## src/rtl/mc_ctrl_fsm.sv

```systemverilog
// Multi-cycle RV32 subset control FSM: fetch/decode/exec/mem/writeback with
// memory-wait timeout and an absorbing trap state.
module mc_ctrl_fsm #(
  parameter int MAX_WAIT = 15
) (
  input  logic        clk,
  input  logic        rst,
  input  logic [31:0] instr,
  input  logic        imem_ready,
  input  logic        dmem_ready,
  input  logic        Branch,
  output logic [4:0]  ALUop,
  output logic        Asel,
  output logic        Bsel,
  output logic [2:0]  imm_sel,
  output logic        ir_we,
  output logic        pc_we,
  output logic        reg_we,
  output logic        imem_req,
  output logic        dmem_req,
  output logic        dmem_we,
  output logic        halt,
  output logic        fault,
  output logic [1:0]  pc_sel,
  output logic [1:0]  wb_sel
);

  localparam int CW = $clog2(MAX_WAIT + 1) + 1;

  localparam logic [4:0] ALU_ADD = 5'b00000, ALU_SUB = 5'b00001, ALU_SLL = 5'b00010,
                         ALU_SRL = 5'b00011, ALU_OR  = 5'b00100, ALU_AND = 5'b00101,
                         ALU_XOR = 5'b00110, ALU_SRA = 5'b00111, ALU_BEQ = 5'b01000,
                         ALU_BNE = 5'b01001, ALU_BLT = 5'b01010, ALU_BGE = 5'b01011,
                         ALU_LUI = 5'b01100;

  typedef enum logic [2:0] {S_FETCH, S_DECODE, S_EXEC, S_MEM, S_WB, S_TRAP} state_t;

  state_t          r_state, w_state_next;
  logic [31:0]     r_ir;
  logic [CW-1:0]   r_cnt;
  logic            w_at_limit;

  logic [6:0] w_op, w_f7;
  logic [2:0] w_f3;
  logic       w_legal, w_asel, w_bsel, w_is_lw, w_is_sw, w_is_br, w_is_jal;
  logic [4:0] w_aluop;
  logic [2:0] w_imm_sel;
  logic       w_unused;

  assign w_op       = r_ir[6:0];
  assign w_f3       = r_ir[14:12];
  assign w_f7       = r_ir[31:25];
  assign w_unused   = ^{r_ir[24:15], r_ir[11:7]};
  assign w_at_limit = (r_cnt == CW'(MAX_WAIT));

  // Instruction decode from the latched IR only, so outputs never follow instr.
  always_comb begin
    w_legal = 1'b0; w_aluop = ALU_ADD; w_asel = 1'b1; w_bsel = 1'b0; w_imm_sel = 3'd0;
    w_is_lw = 1'b0; w_is_sw = 1'b0; w_is_br = 1'b0; w_is_jal = 1'b0;
    case (w_op)
      7'b0110011: begin
        w_bsel = 1'b1;
        if (w_f7 == 7'b0000000) begin
          w_legal = 1'b1;
          case (w_f3)
            3'b000:  w_aluop = ALU_ADD;
            3'b001:  w_aluop = ALU_SLL;
            3'b100:  w_aluop = ALU_XOR;
            3'b101:  w_aluop = ALU_SRL;
            3'b110:  w_aluop = ALU_OR;
            3'b111:  w_aluop = ALU_AND;
            default: w_legal = 1'b0;
          endcase
        end else if (w_f7 == 7'b0100000) begin
          w_legal = (w_f3 == 3'b000) || (w_f3 == 3'b101);
          w_aluop = (w_f3 == 3'b000) ? ALU_SUB : ALU_SRA;
        end
      end
      7'b0010011: begin
        w_legal = 1'b1;
        case (w_f3)
          3'b000:  w_aluop = ALU_ADD;
          3'b100:  w_aluop = ALU_XOR;
          3'b110:  w_aluop = ALU_OR;
          3'b111:  w_aluop = ALU_AND;
          3'b001: begin w_aluop = ALU_SLL; w_legal = (w_f7 == 7'b0000000); end
          3'b101: begin
            w_aluop = (w_f7 == 7'b0100000) ? ALU_SRA : ALU_SRL;
            w_legal = (w_f7 == 7'b0000000) || (w_f7 == 7'b0100000);
          end
          default: w_legal = 1'b0;
        endcase
      end
      7'b0000011: begin w_legal = (w_f3 == 3'b010); w_is_lw = 1'b1; end
      7'b0100011: begin w_legal = (w_f3 == 3'b010); w_is_sw = 1'b1; w_imm_sel = 3'd1; end
      7'b1100011: begin
        w_bsel = 1'b1; w_imm_sel = 3'd2; w_is_br = 1'b1; w_legal = 1'b1;
        case (w_f3)
          3'b000:  w_aluop = ALU_BEQ;
          3'b001:  w_aluop = ALU_BNE;
          3'b100:  w_aluop = ALU_BLT;
          3'b101:  w_aluop = ALU_BGE;
          default: w_legal = 1'b0;
        endcase
      end
      7'b0110111: begin w_legal = 1'b1; w_asel = 1'b0; w_aluop = ALU_LUI; w_imm_sel = 3'd3; end
      7'b0010111: begin w_legal = 1'b1; w_asel = 1'b0; w_imm_sel = 3'd3; end
      7'b1101111: begin w_legal = 1'b1; w_asel = 1'b0; w_imm_sel = 3'd4; w_is_jal = 1'b1; end
      default: w_legal = 1'b0;
    endcase
  end

  always_ff @(posedge clk or posedge rst) begin
    if (rst) begin
      r_state <= S_FETCH;
      r_ir    <= '0;
      r_cnt   <= '0;
    end else begin
      r_state <= w_state_next;
      if (r_state == S_FETCH && imem_ready) r_ir <= instr;
      if (w_state_next != r_state)                    r_cnt <= '0;
      else if (r_state == S_FETCH || r_state == S_MEM) r_cnt <= r_cnt + CW'(1);
    end
  end

  always_comb begin
    w_state_next = r_state;
    case (r_state)
      S_FETCH:  if (imem_ready) w_state_next = S_DECODE;
                else if (w_at_limit) w_state_next = S_TRAP;
      S_DECODE: w_state_next = w_legal ? S_EXEC : S_TRAP;
      S_EXEC:   w_state_next = w_is_br ? S_FETCH : ((w_is_lw || w_is_sw) ? S_MEM : S_WB);
      S_MEM:    if (dmem_ready) w_state_next = w_is_sw ? S_FETCH : S_WB;
                else if (w_at_limit) w_state_next = S_TRAP;
      S_WB:     w_state_next = S_FETCH;
      default:  w_state_next = S_TRAP;
    endcase
  end

  // The branch target select and the store's PC update are qualified by
  // Branch/dmem_ready in-cycle; everything else depends only on state and IR.
  always_comb begin
    ALUop = '0; Asel = 1'b0; Bsel = 1'b0; imm_sel = '0;
    ir_we = 1'b0; pc_we = 1'b0; reg_we = 1'b0; imem_req = 1'b0;
    dmem_req = 1'b0; dmem_we = 1'b0; halt = 1'b0; fault = 1'b0;
    pc_sel = '0; wb_sel = '0;
    if (!rst) begin
      if (r_state == S_EXEC || r_state == S_MEM || r_state == S_WB) begin
        ALUop = w_aluop; Asel = w_asel; Bsel = w_bsel; imm_sel = w_imm_sel;
      end
      case (r_state)
        S_FETCH: begin imem_req = 1'b1; ir_we = 1'b1; end
        S_EXEC: if (w_is_br) begin pc_we = 1'b1; pc_sel = {1'b0, Branch}; end
        S_MEM: begin
          dmem_req = 1'b1;
          dmem_we  = w_is_sw;
          pc_we    = w_is_sw && dmem_ready;
        end
        S_WB: begin
          reg_we = 1'b1;
          pc_we  = 1'b1;
          wb_sel = w_is_lw ? 2'd1 : (w_is_jal ? 2'd2 : 2'd0);
          pc_sel = w_is_jal ? 2'd1 : 2'd0;
        end
        S_TRAP: begin halt = 1'b1; fault = 1'b1; end
        default: ;
      endcase
    end
  end

endmodule
```

## config.mk

```make
export PLATFORM = sky130hd
export DESIGN_NAME = mc_ctrl_fsm
export DESIGN_NICKNAME = d
export VERILOG_FILES = /design/src/rtl/mc_ctrl_fsm.sv
export SDC_FILE = /design/constraint.sdc
export NUM_CORES = 1
export LEC_CHECK = 0
export ABC_AREA = 1
export CORE_ASPECT_RATIO = 1.4
export CORE_MARGIN = 1
export CORE_UTILIZATION = 49
export DETAILED_ROUTE_END_ITERATION = 6
export PLACE_DENSITY = 0.88
export RECOVER_POWER = 100
export SETUP_SLACK_MARGIN = 0.02
export SLEW_MARGIN = 20
export SYNTH_ARGS = -nofsm -noshare
export SYNTH_HDL_FRONTEND = slang
export SYNTH_SLANG_ARGS = --single-unit
```

## constraint.sdc

```tcl
create_clock -name clk -period 5.51 [get_ports clk]
set_input_delay 0.8265 -clock clk [delete_from_list [all_inputs] [get_ports clk]]
set_output_delay 0.8265 -clock clk [all_outputs]
set_load 0.005 [all_outputs]
```

==> impl_metrics.toml, run 1 <==
[floorplan]
fp.dieW_um = 52.5
ios = 59
die_area_um2 = 3820
row_count = 25
die_y_um = 72.7
initial_utilization_pct = 51.4
core_um2 = 3410

[setup_path]
path_max_fanout = 26
crit_slowest_cell = "dlygate4sd3_1"
path_cells = "dlygate4sd3_1, inv_1, buf_4, o211ai_1, a31oi_1, o31a_1, dlygate4sd3_1"
r2r-end = "r_cnt[0]"
path_class = "in2out"
startpoint_type = "input pin"
setup.worst_path.end_class = "primary output"
arrival_ps = 3340
crit_top_cell = "dlygate4sd3_1"
r2r_slack_ps = 3200
critPathRequiredTime_ps = 4680
r2r-start = "r_state[0]"
r2r_cells = 9
critical-path-max-stage-delay_ps = 660

[sta]
hold_viol = 0
whs_ps = 533
grt_setup_unrepaired = "false"
setup_ws_ps = 1340
fin_crit_sh_pct = 75.7
slew_viol_final = 0
finalSetupViolations = 0
max-slew-margin-rel_pct = 37.5
tns_ps = 0
finalCriticalPeriod_ps = 4170
finClkSkew_ps = 3.13
worst_pin_slew_ps = 935
timing.fmax_mhz = 240

[logic_synthesis]
yosys_register_bits = 25
synth-async-reset-ratio_pct = 100
syn_area_um2 = 1750
yosys.area.top_type = "dfrtp_1"
synth_most_common_cell = "nor2_1"
synthTopCellsByCount = "nor2_1 (44), nand2_1 (37), inv_1 (28), dfrtp_1 (25), a21oi_1 (19)"
synth_flop_cell = "dfrtp_1"
synth_top_area_share_pct = 35.7
yosysUniqueCellTypes = 36
synth.area.top_cells = "dfrtp_1 (36%), nor2_1 (9.4%), nand2_1 (7.9%)"
synth_area_per_cell_um2 = 7.15
ys.warnings.count = 0
synth-edff-count = 0
synth_cells = 245
ys_seq_area_share_pct = 35.7

[pwr]
ir_drop_mv = 0.158
power_density_nw_per_um2 = 141
p_leak_uw = 0.00107

[cts]
htreeDepth = 1
clk_pin_slew_ps = 80
clk_latency_ps = 260
cts_resized = 0
cts_hold_buf = 0
cts_tree = "yes"
post-cts-setup-buffers = 0
cts_max_path_buffers = 2
numCtsBuffers = 3
clock-sinks = 25
cts-root-buf = "clkbuf_8"

[place]
dp_hpwl_um = 3010
io_buffers = 41
dp_slack_ps = 1460
gp_congestion = 0.897

[detailed_routing]
antenna_left = 0
post_drt_wl_per_cell_um = 11.9
wl_um = 3840
via_count = 1707
dr.pass1.iters = 4
viasPerCell = 5.27
drt_iter0_drc = 54
drc_errors = 0

[hold_path]
worstHoldStart = "r_ir[25]"
min_to = "r_ir[25]"
min_path_type = "reg2reg"
hold_depth = 1

[grt]
grt_pass1_wl_um = 6580
grt_usage_pct = 22.2
antenna_found_initial = 0
first_global_vias = 1599
grt_max_degree = 30
overflow = 0

[layout]
area_delta_synth_final_pct = 26.2
layout-drive-gt1-share_pct = 14.8
n_antenna_cell = 0
fill_cells = 310
nNetsFinal = 324

[status]
status = "completed"

[flow_run]
cap_violations = 0
[final cells by class]
cell class                      instances  area [µm²]  share of cell area, %
Tap cell                               40        50.0                   2.26
Timing Repair Buffer                   42         418                   18.9
Clock buffer                            4        45.0                   2.04
Inverter                               36         135                   6.11
Multi-Input combinational cell        177         937                   42.4
Sequential cell                        25         626                   28.3
[flip-flops by register name, summed over array words and instances, names as in the netlist]
| register | cells |
|---|---|
| r_state | 3 |
| r_cnt | 5 |
| r_ir | 17 |
[cells by family (layout without fill, tap and decap cells)]
family / count (synthesis) / after routing / synth area share, %
xor+xnor: 3 / 3 / 1.50
fa+ha+maj: 2 / 2 / 1.43
simple gates: 133 / 133 / 36.4
other cells: 1 / 2 / 0.214
compound gates: 30 / 30 / 9.79
buf+inv: 44 / 82 / 10.5
flops: 25 / 25 / 35.7
mux: 7 / 7 / 4.43
[report_power, final]
part / leakage [µW] / internal (µW) / switching (µW)
Sequential: 0.000281 / 183 / 0
Combinational: 0.000766 / 14.2 / 7.81
Clock: 0.0000228 / 51.6 / 53.8
[how the worst max path moves through the flow]
stage | end | start | slack (ps)
finish | ALUop[2] | rst | 1340
global route | ALUop[2] | rst | 1110
CTS | ALUop[2] | rst | 1450
detailed placement | ALUop[2] | rst | 1460
global placement | ALUop[2] | rst | 1470
floorplan | ALUop[2] | rst | 2290
[metrics by stage]
step	area (µm²)	total power, µW	cells	utilization (%)
floorplan	1760	193	246	-
global placement	2170	210	320	63.8
detailed placement	2170	210	320	63.8
CTS	2220	316	324	65.1
global route	2210	324	324	64.8
finish	2210	311	324	64.8
[cells in the final DEF, fill, tap and decap left out, drive strengths merged, types with 2 or more instances in the layout]
master / instances
nor3: 9
clkbuf: 4
xor2: 2
dlygate4sd3: 23
nand2: 45
mux2: 6
ha: 2
a21oi: 20
nand4: 4
clkdlybuf4s50: 18
nand3: 16
inv: 35
dfrtp: 25
conb: 2
nor2: 56
o21ai: 4
[layer usage]
layer | GRT usage [%] | wire length [µm]
met1 | 28.2 | 1710
met2 | 38.4 | 1950
met3 | 2.29 | 99
met4 | 7.60 | 76
met5 | 0 | 0
[worst max-delay path: cells and delay by family]
family          cells  cell delay [ps]
buf+inv             4             1650
compound gates      3              850
Note: power is estimated with default switching activity, not from simulation.
==> inputs of run 2 (changes only) <==
CORE_UTILIZATION = 41   (was 49)
PLACE_DENSITY = 0.79   (was 0.88)
clock period = 3.69 ns   (was 5.51 ns; I/O delays follow)
==> run 2 against run 1 <==
  * The flow now finishes with violations (design-rule violations)
  * Sequential share of layout area grew 0.16 points
  * Routed wire length is 0.47% lower
  * Via count down 1.2%
  * Register-to-register slack worse by 2200 ps
  * Critical endpoint unchanged
==> impl_metrics.toml, run 2 (synthesized netlist as in run 1, its figures left out) <==
[layout]
largest-register = "r_ir"
fill_cells = 380
layout-drive-gt1-share_pct = 12.2
nNetsFinal = 326
final_cell_count_no_fill = 329
largestRegisters = "r_ir: 17 flops, r_cnt: 5 flops, r_state: 3 flops"
area_delta_synth_final_pct = 25.5
n_antenna_cell = 0
final_cell_area_um2 = 2200
largest_reg_flops = 17
final_common_cell = "nor2_1"
final_cell_mix = "nor2_1 (47), nand2_1 (38), inv_1 (28)"

[detailed_routing]
post_drt_wl_per_cell_um = 11.6
dr.pass1.iters = 6
wl_um = 3820
antenna_left = 0
drt_iter0_drc = 63
via_count = 1686
drc_errors = 3
viasPerCell = 5.12

[floorplan]
fp.dieW_um = 57.2
die_area_um2 = 4540
die_y_um = 79.3
row_count = 27
core_um2 = 4020
ios = 59
initial_utilization_pct = 43.6

[status]
status = "finished with violations"
violations = "design-rule violations"

[pwr]
power_density_nw_per_um2 = 211
p_leak_uw = 0.00105
ir_drop_mv = 0.153

[setup_path]
r2r-start = "r_state[0]"
setup.worst_path.end_class = "primary output"
arrival_ps = 2700
startpoint_type = "input pin"
r2r_slack_ps = 1050
path_max_fanout = 10
critPathRequiredTime_ps = 3140
cp-startpoint = "rst"
path_class = "in2out"

[place]
gp_congestion = 0.851
placed_area_um2 = 2190
io_buffers = 41
dp_hpwl_um = 3060
dp_cells = 325

[sta]
finalSetupViolations = 0
max-slew-margin-rel_pct = 11.7
whs_ps = 528
tns_ps = 0
slew_viol_final = 0
finClkSkew_ps = 1.60
timing.fmax_mhz = 307
fin_crit_sh_pct = 88.1
worst_pin_slew_ps = 1320
hold_viol = 0
grt_setup_unrepaired = "false"
finalCriticalPeriod_ps = 3250

[cts]
cts_max_path_buffers = 2
cts_tree = "yes"
cts_hold_buf = 0
numCtsBuffers = 3
clk_pin_slew_ps = 80
post-cts-setup-buffers = 0
cts_resized = 0
clk_latency_ps = 260
cts-root-buf = "clkbuf_8"
htreeDepth = 1
clock-sinks = 25

[hold_path]
worstHoldStart = "r_ir[25]"
min_path_type = "reg2reg"

[grt]
first_global_vias = 1632
overflow = 0
grt_pass1_wl_um = 6710
grt_max_degree = 30
grt_usage_pct = 18.7
antenna_found_initial = 0

[flow_run]
cap_violations = 0
[run 2: cell types whose count changed in the layout (fill, tap and decap cells not counted), moves of 2 or more]
cell / previous run / this run
clkbuf_1: 1 / 4
clkdlybuf4s50_1: 18 / 24
dlygate4sd3_1: 23 / 17
nor2_2: 10 / 8
nor2_1: 44 / 47
[run 2: per-layer routing]
metal  global-route usage [%]  wire length (µm)  vias to the layer above
met2                     31.3              1870                       48
met4                     11.7               143                        0
met5                        0                 0                        -
li1                         -                 -                      861
met1                     22.9              1680                      763
met3                     1.79               129                       14
[run 2: critical path: stages]
cell and delay, ps:
dlygate4sd3_1 670, inv_1 120, o211ai_1 100, clkbuf_1 210
a31oi_1 290, o31a_1 190, dlygate4sd3_1 560
[run 2: path summary, 6_finish.rpt]
| check | to | cells past startpoint |
|---|---|---|
| worst min-delay path | r_ir[25] | 1 |
| worst max-delay path | ALUop[2] | 7 |
| worst max register to register | r_cnt[2] | 10 |
| max in group asynchronous | r_ir[13] | 3 |
| min in group asynchronous | r_state[2] | 3 |
| worst min register to register | r_ir[25] | 1 |
[run 2: metrics by stage]
stage	util (%)	total power, µW	setup slack, ps
2_1_floorplan	-	289	1020
3_3_place_gp	54.6	313	687
3_5_place_dp	54.6	314	656
4_1_cts	55.7	472	649
5_1_grt	54.7	486	339
6_report	54.7	464	438
[run 2: layout make-up]
| cell class | count | area (µm²) | share of cell area (%) |
|---|---|---|---|
| clock buffer | 4 | 45.0 | 2.05 |
| inverter | 36 | 135 | 6.15 |
| multi-input combinational | 177 | 917 | 41.7 |
| sequential | 25 | 626 | 28.5 |
| tap | 43 | 53.8 | 2.45 |
| timing repair buffer | 44 | 422 | 19.2 |
[run 2: where the power goes]
part | switching (µW) | total [µW] | internal, µW | leakage, µW
sequential | 0 | 274 | 274 | 0.000281
clock | 80.4 | 157 | 77.1 | 0.0000228
combinational | 11.5 | 32.6 | 21.1 | 0.000744
total | 91.8 | 464 | 372 | 0.00105
